`src/rtl/cpu_run_ctrl_if.sv`:
```
// Core-facing signal bundle for cpu_run_ctrl.
// instret exists only when RUN_CTRL_INSTRET_EN is defined.
interface cpu_run_ctrl_if #(
    parameter int unsigned XLEN  = 32,
    parameter int unsigned CNT_W = 32
);
    logic [XLEN-1:0]  pc;
    logic             halt_req;
    logic             commit;
    logic             core_reset;
    logic             done;
    logic             pass;
    logic             timeout;
    logic [XLEN-1:0]  halt_pc;
    logic [CNT_W-1:0] cycle_count;
`ifdef RUN_CTRL_INSTRET_EN
    logic [CNT_W-1:0] instret;
`endif

    modport master (
        output pc, halt_req, commit,
        input  core_reset, done, pass, timeout, halt_pc, cycle_count
`ifdef RUN_CTRL_INSTRET_EN
        , input instret
`endif
    );

    modport slave (
        input  pc, halt_req, commit,
        output core_reset, done, pass, timeout, halt_pc, cycle_count
`ifdef RUN_CTRL_INSTRET_EN
        , output instret
`endif
    );
endinterface

```
`src/rtl/cpu_run_ctrl.sv`:
```
// Run controller: holds the core in reset, runs it, ends on halt / PC stall / cycle budget.
// Optional retired-instruction counter enabled by RUN_CTRL_INSTRET_EN.
module cpu_run_ctrl #(
    parameter int unsigned XLEN         = 32,
    parameter int unsigned CNT_W        = 32,
    parameter int unsigned RESET_CYCLES = 1,
    parameter int unsigned MAX_CYCLES   = 14,
    parameter int unsigned STALL_CYCLES = 4
) (
    input logic         clk,
    input logic         reset,
    cpu_run_ctrl_if.slave bus
);
    typedef enum logic [1:0] {StHold, StRun, StPass, StFail} state_e;

    state_e           state_q, state_d;
    logic [CNT_W-1:0] hold_cnt_q, hold_cnt_d;
    logic [CNT_W-1:0] stall_cnt_q, stall_cnt_d;
    logic [CNT_W-1:0] cycle_cnt_q, cycle_cnt_d;
    logic [XLEN-1:0]  pc_prev_q, pc_prev_d;
    logic             pc_vld_q, pc_vld_d;
    logic             core_reset_q, core_reset_d;
    logic             done_q, done_d;
    logic             pass_q, pass_d;
    logic             timeout_q, timeout_d;
    logic [XLEN-1:0]  halt_pc_q, halt_pc_d;
`ifdef RUN_CTRL_INSTRET_EN
    logic [CNT_W-1:0] instret_q, instret_d;
`else
    logic             unused_commit;
    assign unused_commit = bus.commit;
`endif

    logic pc_match;
    logic stall_hit;

    assign pc_match  = pc_vld_q && (bus.pc == pc_prev_q);
    assign stall_hit = (STALL_CYCLES != 0) && pc_match &&
                       ((stall_cnt_q + CNT_W'(1)) == CNT_W'(STALL_CYCLES));

    always_comb begin
        state_d      = state_q;
        hold_cnt_d   = hold_cnt_q;
        stall_cnt_d  = stall_cnt_q;
        cycle_cnt_d  = cycle_cnt_q;
        pc_prev_d    = pc_prev_q;
        pc_vld_d     = pc_vld_q;
        core_reset_d = core_reset_q;
        done_d       = done_q;
        pass_d       = pass_q;
        timeout_d    = timeout_q;
        halt_pc_d    = halt_pc_q;
`ifdef RUN_CTRL_INSTRET_EN
        instret_d    = instret_q;
`endif
        case (state_q)
            StHold: begin
                hold_cnt_d = hold_cnt_q + CNT_W'(1);
                if (hold_cnt_q == CNT_W'(RESET_CYCLES - 1)) begin
                    state_d      = StRun;
                    core_reset_d = 1'b0;
                end
            end
            StRun: begin
                cycle_cnt_d = cycle_cnt_q + CNT_W'(1);
                pc_prev_d   = bus.pc;
                pc_vld_d    = 1'b1;
                stall_cnt_d = pc_match ? stall_cnt_q + CNT_W'(1) : '0;
`ifdef RUN_CTRL_INSTRET_EN
                if (bus.commit) instret_d = instret_q + CNT_W'(1);
`endif
                // halt_req and stall outrank the budget, even on the last cycle
                if (bus.halt_req || stall_hit) begin
                    state_d = StPass;
                    pass_d  = 1'b1;
                end else if (cycle_cnt_q == CNT_W'(MAX_CYCLES - 1)) begin
                    state_d   = StFail;
                    timeout_d = 1'b1;
                end
                if (state_d != StRun) begin
                    halt_pc_d    = bus.pc;
                    done_d       = 1'b1;
                    core_reset_d = 1'b1;
                end
            end
            default: ;
        endcase
    end

    always_ff @(posedge clk) begin
        if (!reset) begin
            state_q      <= StHold;
            hold_cnt_q   <= '0;
            stall_cnt_q  <= '0;
            cycle_cnt_q  <= '0;
            pc_prev_q    <= '0;
            pc_vld_q     <= 1'b0;
            core_reset_q <= 1'b1;
            done_q       <= 1'b0;
            pass_q       <= 1'b0;
            timeout_q    <= 1'b0;
            halt_pc_q    <= '0;
`ifdef RUN_CTRL_INSTRET_EN
            instret_q    <= '0;
`endif
        end else begin
            state_q      <= state_d;
            hold_cnt_q   <= hold_cnt_d;
            stall_cnt_q  <= stall_cnt_d;
            cycle_cnt_q  <= cycle_cnt_d;
            pc_prev_q    <= pc_prev_d;
            pc_vld_q     <= pc_vld_d;
            core_reset_q <= core_reset_d;
            done_q       <= done_d;
            pass_q       <= pass_d;
            timeout_q    <= timeout_d;
            halt_pc_q    <= halt_pc_d;
`ifdef RUN_CTRL_INSTRET_EN
            instret_q    <= instret_d;
`endif
        end
    end

    assign bus.core_reset  = core_reset_q;
    assign bus.done        = done_q;
    assign bus.pass        = pass_q;
    assign bus.timeout     = timeout_q;
    assign bus.halt_pc     = halt_pc_q;
    assign bus.cycle_count = cycle_cnt_q;
`ifdef RUN_CTRL_INSTRET_EN
    assign bus.instret     = instret_q;
`endif
endmodule

```
`src/flat_wrapper.sv`:
```
// flat-port wrapper written by rule: the top's interface ports become plain ports
module cpu_run_ctrl_flat 
#(
    parameter int unsigned XLEN         = 32,
    parameter int unsigned CNT_W        = 32,
    parameter int unsigned RESET_CYCLES = 1,
    parameter int unsigned MAX_CYCLES   = 14,
    parameter int unsigned STALL_CYCLES = 4
)
  (clk, reset, bus_pc, bus_halt_req, bus_commit, bus_core_reset, bus_done, bus_pass, bus_timeout, bus_halt_pc, bus_cycle_count);
  cpu_run_ctrl_if #(.XLEN(XLEN), .CNT_W(CNT_W)) bus_i ();
  input logic clk;
  input logic reset;
  input wire logic [$bits(bus_i.pc)-1:0] bus_pc;
  input wire logic [$bits(bus_i.halt_req)-1:0] bus_halt_req;
  input wire logic [$bits(bus_i.commit)-1:0] bus_commit;
  output wire logic [$bits(bus_i.core_reset)-1:0] bus_core_reset;
  output wire logic [$bits(bus_i.done)-1:0] bus_done;
  output wire logic [$bits(bus_i.pass)-1:0] bus_pass;
  output wire logic [$bits(bus_i.timeout)-1:0] bus_timeout;
  output wire logic [$bits(bus_i.halt_pc)-1:0] bus_halt_pc;
  output wire logic [$bits(bus_i.cycle_count)-1:0] bus_cycle_count;
  assign bus_i.pc = bus_pc;
  assign bus_i.halt_req = bus_halt_req;
  assign bus_i.commit = bus_commit;
  assign bus_core_reset = bus_i.core_reset;
  assign bus_done = bus_i.done;
  assign bus_pass = bus_i.pass;
  assign bus_timeout = bus_i.timeout;
  assign bus_halt_pc = bus_i.halt_pc;
  assign bus_cycle_count = bus_i.cycle_count;
  cpu_run_ctrl #(.XLEN(XLEN), .CNT_W(CNT_W), .RESET_CYCLES(RESET_CYCLES), .MAX_CYCLES(MAX_CYCLES), .STALL_CYCLES(STALL_CYCLES)) u_core (.clk(clk), .reset(reset), .bus(bus_i));
endmodule
```
`config.mk`:
```
export PLATFORM = sky130hd
export DESIGN_NAME = cpu_run_ctrl_flat
export DESIGN_NICKNAME = d
export VERILOG_FILES = /design/src/rtl/cpu_run_ctrl_if.sv /design/src/rtl/cpu_run_ctrl.sv /design/src/flat_wrapper.sv
export SDC_FILE = /design/constraint.sdc
export NUM_CORES = 1
export LEC_CHECK = 0
export CELL_PAD_IN_SITES_DETAIL_PLACEMENT = 1
export CELL_PAD_IN_SITES_GLOBAL_PLACEMENT = 1
export CORE_ASPECT_RATIO = 1.2
export CORE_MARGIN = 2
export CORE_UTILIZATION = 25
export CTS_BUF_LIST = sky130_fd_sc_hd__clkbuf_4 sky130_fd_sc_hd__clkbuf_8
export CTS_CLUSTER_DIAMETER = 120
export CTS_CLUSTER_SIZE = 25
export DETAILED_ROUTE_END_ITERATION = 8
export PLACE_DENSITY_LB_ADDON = 0.1
export REMOVE_ABC_BUFFERS = 1
export SYNTH_ARGS = -nofsm -noshare
export SYNTH_HDL_FRONTEND = slang
export SYNTH_SLANG_ARGS = --single-unit
```
`constraint.sdc`:
```
create_clock -name clk -period 3.9 [get_ports clk]
set_input_delay 0.585 -clock clk [delete_from_list [all_inputs] [get_ports clk]]
set_output_delay 0.585 -clock clk [all_outputs]
set_load 0.05 [all_outputs]
```
* Word-level counts from Yosys, hierarchy flattened
Index checks and enable logic that the tools add are counted.
** Word-level totals
- Logic and storage cells :: 42
- Register bits :: 167
- Bits of input ports :: 36
- Output and inout bits :: 68
** Operators by class
- Multiplexer cells :: 9
- Reductions and logical operators :: 11
- Add/sub/neg operators :: 3
- Bitwise logic cells :: 1
- Equal/unequal tests :: 7
** Operators by type and width (number)
- adder 32 x 1 -> 32 bit (second input constant) :: 3
- == test 32 x 3 -> 1 bit (second input constant) :: 1
- == test 32 bit :: 1
- == test 32 x 4 -> 1 bit (second input constant) :: 1
- logical NOT 32 bit :: 1
- 2-to-1 mux 32 bit :: 1
- 2-to-1 mux 2 bit :: 4
- inequality test 2 x 1 -> 1 bit (second input constant) :: 3
- AND reduction 2 bit :: 3
- AND reduction 3 bit :: 2
- case mux 2 bit (2 select lines) :: 1
- == test 2 x 1 -> 1 bit (second input constant) :: 1
- logical AND 1 bit :: 2
- logical NOT 2 bit :: 1
- 2-to-1 mux 1 bit :: 2
- case mux 1 bit (2 select lines) :: 1
- nonzero test 2 bit :: 1
- logical OR 1 bit :: 1
- inverter 1 bit :: 1

* Longest topological paths before layout
- Depth after elaboration :: 9
- Gate-level depth with buffers :: 13
- Gate-level depth less buffers :: 9

* Worst setup path after synthesis
No wires, ideal clock.
- Kind :: register to register
- Start point :: register u_core.stall_cnt_q[0]
- End point :: register u_core.halt_pc_q[10] (netlist: u_core.bus.halt_pc[10])
- Buffers on the path :: 2
- Stages on the path, launching flop included :: 12
- Data arrival time :: 2.721 ns
- Slack :: 1.060 ns
- Required time :: 3.780 ns
- Library setup time :: 0.120 ns
- Path through :: dfxtp_1 -> ha_1 -> nand3_1 -> nor4_4 -> nand4_1 -> a2111oi_2 -> nand4_1 -> o41a_1 -> o21ba_1 -> buf_6 -> buf_6 -> mux2i_1
** On the way
- Word-level cells in the longest chain between the ends :: 8
** Ends and longest elaborated chain
- start, declared :: line cpu_run_ctrl.sv:18 : logic [CNT_W-1:0] stall_cnt_q, stall_cnt_d;
- start signal, assigned :: line cpu_run_ctrl.sv:109 : stall_cnt_q <= stall_cnt_d;
- adder 32 x 1 -> 32 bit :: line cpu_run_ctrl.sv:39 : ((stall_cnt_q + CNT_W'(1)) == CNT_W'(STALL_CYCLES));
- == test 32 x 3 -> 1 bit :: line cpu_run_ctrl.sv:39
- logical AND 1 bit :: line cpu_run_ctrl.sv:38 : assign stall_hit = (STALL_CYCLES != 0) && pc_match &&
- logical OR 1 bit :: line cpu_run_ctrl.sv:73 : if (bus.halt_req || stall_hit) begin
- 2-to-1 mux 2 bit :: line cpu_run_ctrl.sv:73
- 2-to-1 mux 2 bit :: line cpu_run_ctrl.sv:56 : case (state_q)
- inequality test 2 x 1 -> 1 bit :: line cpu_run_ctrl.sv:80 : if (state_d != StRun) begin
- AND reduction 2 bit (no line)
- end signal, assigned :: line cpu_run_ctrl.sv:117 : halt_pc_q <= halt_pc_d;
- end, declared :: line cpu_run_ctrl.sv:26 : logic [XLEN-1:0] halt_pc_q, halt_pc_d;
No other way between the ends. The select of a mux whose other input is x is not followed.
A chain may end at the register's enable or synchronous reset.

* Worst setup path after layout
- Start point :: register u_core.stall_cnt_q[7]
- End point :: register u_core.halt_pc_q[18] (netlist: u_core.bus.halt_pc[18])
Same word-level chain as after synthesis.

==> results by group <==
Setup path
  • Worst EP arrival: 3.60 ns
  • Crit path from: u_core.stall_cnt_q[7]
  • Worst Setup Path Type: reg -> reg
  • Slowest CP cell: or4_1
  • Crit path largest cell delay: 0.64 ns
  • Most common cell on crit path: nand4_1
  • Worst EP required: 4.25 ns
  • CP endpoint kind: register
  • Crit-path max FO: 17
  • Reg2reg start: u_core.stall_cnt_q[7]
  • Critical Path Start Type: register
  • Critical path cell sequence: nand4_1 > or4_1 > nor4_2 > xnor2_1 > nand4_1 > o41a_1 > o21ba_2 > buf_12 > mux2i_1

Global route
  • Largest net degree at the start of global routing: 127
  • First-pass GRT wire length: 38360 um
  • Vias in the first global route: 7341
  • Initial antenna violation count: 1
  • Grt ovf: 0
  • GRT Overall Usage: 13.73%

Clock tree
  • Num Clock Sinks: 167
  • CTS tree: built
  • Post-CTS sizing: 0
  • Longest Clk Path Bufs: 2
  • Worst-Skew Late Latency: 0.47 ns
  • H-tree levels: 4
  • CTS clk-pin slew, worst paths: 0.10 ns
  • CTS Buf Count: 17
  • Hold_buf cts: 0
  • Post-CTS Setup Bufs: 0
  • Root Driver: clkbuf_8

Drt
  • Remaining antenna violation count: 0
  • Per-cell routed wire length: 15.05 um
  • Routed wire length: 23080 um
  • Vias per Instance: 4.581
  • Drc violations: 0
  • Initial drt markers: 246
  • Via count: 7023
  • Pre-antenna DRT Iters: 4

Synth
  • Synth unique cells: 46
  • Sequential area share after synthesis: 39.90%
  • Post-synth EDFFs: 0
  • Ys async rst share: 0%
  • Avg Synthesized Cell Area: 8.446 sq um
  • Register bit total from synthesis: 167
  • Post-synthesis cell area: 8378 sq um
  • Synth Flop Type: dfxtp_1
  • YS warnings: 0
  • Synth Instances: 992

Power
  • Leak pwr: 3.794 nW
  • Worst vdd ir: 0.1729 mV
  • Final Power: 4.494 mW
  • Pwr per Cell Area: 437.7 nW/um^2

Timing
  • Final Hold Fails: 0
  • Tcrit/Tclk final: 83.33%
  • Minimum clock period: 3.250 ns
  • Pins Over Slew Limit: 0
  • Setup TNS Final: 0 ns
  • Clock Skews: 0.02139 ns
  • F_max: 0.3077 GHz
  • Unrepaired setup endpoints after global routing: false
  • Worst Tran Pin Value: 0.8795 ns
  • Slew HR: 41.37%
  • Final worst slack: 0.6501 ns
  • Final setup viols: 0

Placed design
  • IO Port Bufs: 102
  • Gp weighted congestion: 0.7167
  • HPWL after detailed placement: 15690 um
  • Pre-CTS setup slack: 0.1806 ns

Status
  • Status: completed

Finish
  • # fillers: 3891
  • Commonest non-fill, non-tap cell in the layout: nand2_1
  • N_diodes: 0
  • Share of layout cells above drive strength 1: 5.910%
  • Area Growth Syn to Fin: 22.55%
  • Post-layout nets: 1111
  • Most frequent cells in the layout: 193 x nand2_1, 167 x dfxtp_1, 101 x clkdlybuf4s50_1

Floorplan
  • Die W: 171.1 um
  • Die Y: 204.5 um
  • Io pins: 104
  • Starting Density: 25.34%
  • CORE AREA: 33060 sq um
  • Die area: 35000 sq um
  • Row count: 73

Hold path
  • Hold path start: u_core.bus.halt_pc[13]
  • Hold WC Path Type: reg -> reg

Job
  • Max cap viols: 0
-- metrics by stage --
step / cells / instance area (sq um) / hold WS, ns / util [%]
2_1_floorplan: 932 / 8110 / 0.4406 / -
4_1_cts: 1533 / 10270 / 0.4701 / 31.05
5_1_grt: 1533 / 10270 / 0.4814 / 31.05
3_5_place_dp: 1501 / 9871 / 0.4575 / 29.85
6_report: 1533 / 10270 / 0.4643 / 31.05
3_3_place_gp: 1501 / 9871 / 0.4465 / 29.85
-- metal layers --
layer  global-route usage (%)  vias up  share of wire [%]
li1                         -     3551                  -
met1                    17.01     3376                 47
met2                    23.75       77                 49
met3                    2.859       17                3.0
met4                    4.207        2                1.5
met5                        0        -              0.056
-- cell families after synthesis --
| family | Yosys count | share of synthesized area [%] |
|---|---|---|
| flip-flops | 167 | 39.90 |
| XOR/XNOR | 103 | 10.77 |
| multiplexers | 38 | 4.555 |
| adder cells (fa/ha/maj) | 5 | 0.7467 |
| AND/OR/NAND/NOR | 491 | 30.66 |
| buffers and inverters | 65 | 3.420 |
| AO/OA/AOI/OAI | 123 | 9.946 |
-- Yosys cell counts (21+ instances only) --
master / instances / area share, %
dfxtp_1: 167 / 40
clkbuf_1: 47 / 2.1
and2_1: 62 / 4.6
nand3_1: 42 / 2.5
o21a_1: 21 / 1.9
a21boi_0: 50 / 4.5
nand4_1: 35 / 2.6
o21ai_0: 21 / 1.3
nor4_1: 26 / 1.9
mux2i_1: 37 / 4.4
nor2b_1: 26 / 1.9
nand2_1: 193 / 8.6
a21oi_1: 21 / 1.3
xor2_1: 37 / 3.9
xnor2_1: 66 / 6.9
nor3_1: 30 / 1.8
-- path summary, 6_finish.rpt --
path	end	slack, ns	depth (start not counted)
worst min register to register	u_core.bus.halt_pc[13]	0.46	2
worst min-delay path	u_core.bus.halt_pc[13]	0.46	2
worst max-delay path	u_core.bus.halt_pc[18]	0.65	9
worst max register to register	u_core.bus.halt_pc[18]	0.65	9
-- critical path: cells and delay by family (launching register included) --
| kind | cells | cell delay (ns) |
|---|---|---|
| AND/OR/NAND/NOR | 4 | 1.42 |
| XOR/XNOR | 1 | 0.16 |
| buffers and inverters | 1 | 0.18 |
| multiplexers | 1 | 0.12 |
| AO/OA/AOI/OAI | 2 | 0.67 |
| flip-flops | 1 | 0.55 |
-- sequential cells by signal, indices dropped and copies added, names as in the netlist --
name,count
u_core.bus.done,1
u_core.bus.pass,1
u_core.state_q,2
u_core.bus.core_reset,1
u_core.stall_cnt_q,32
u_core.bus.timeout,1
u_core.bus.halt_pc,32
u_core.bus.cycle_count,32
u_core.pc_vld_q,1
u_core.pc_prev_q,32
u_core.hold_cnt_q,32
-- layout make-up --
class / count / area [sq um] / area share, %
clock buffer: 22 / 302.8 / 2.949
clock inverter: 10 / 93.84 / 0.9140
inverter: 5 / 18.77 / 0.1828
multi-input combinational: 760 / 4758 / 46.34
sequential: 167 / 3343 / 32.56
tap: 450 / 563.0 / 5.484
timing repair buffer: 119 / 1187 / 11.56
-- power breakdown --
part	switching, mW	leakage [nW]	internal, mW
registers	0.127	1.35	1.87
logic	0.777	2.24	0.439
clock network	0.688	0.197	0.592
total	1.59	3.79	2.90
Note: power is estimated with default switching activity, not from simulation.
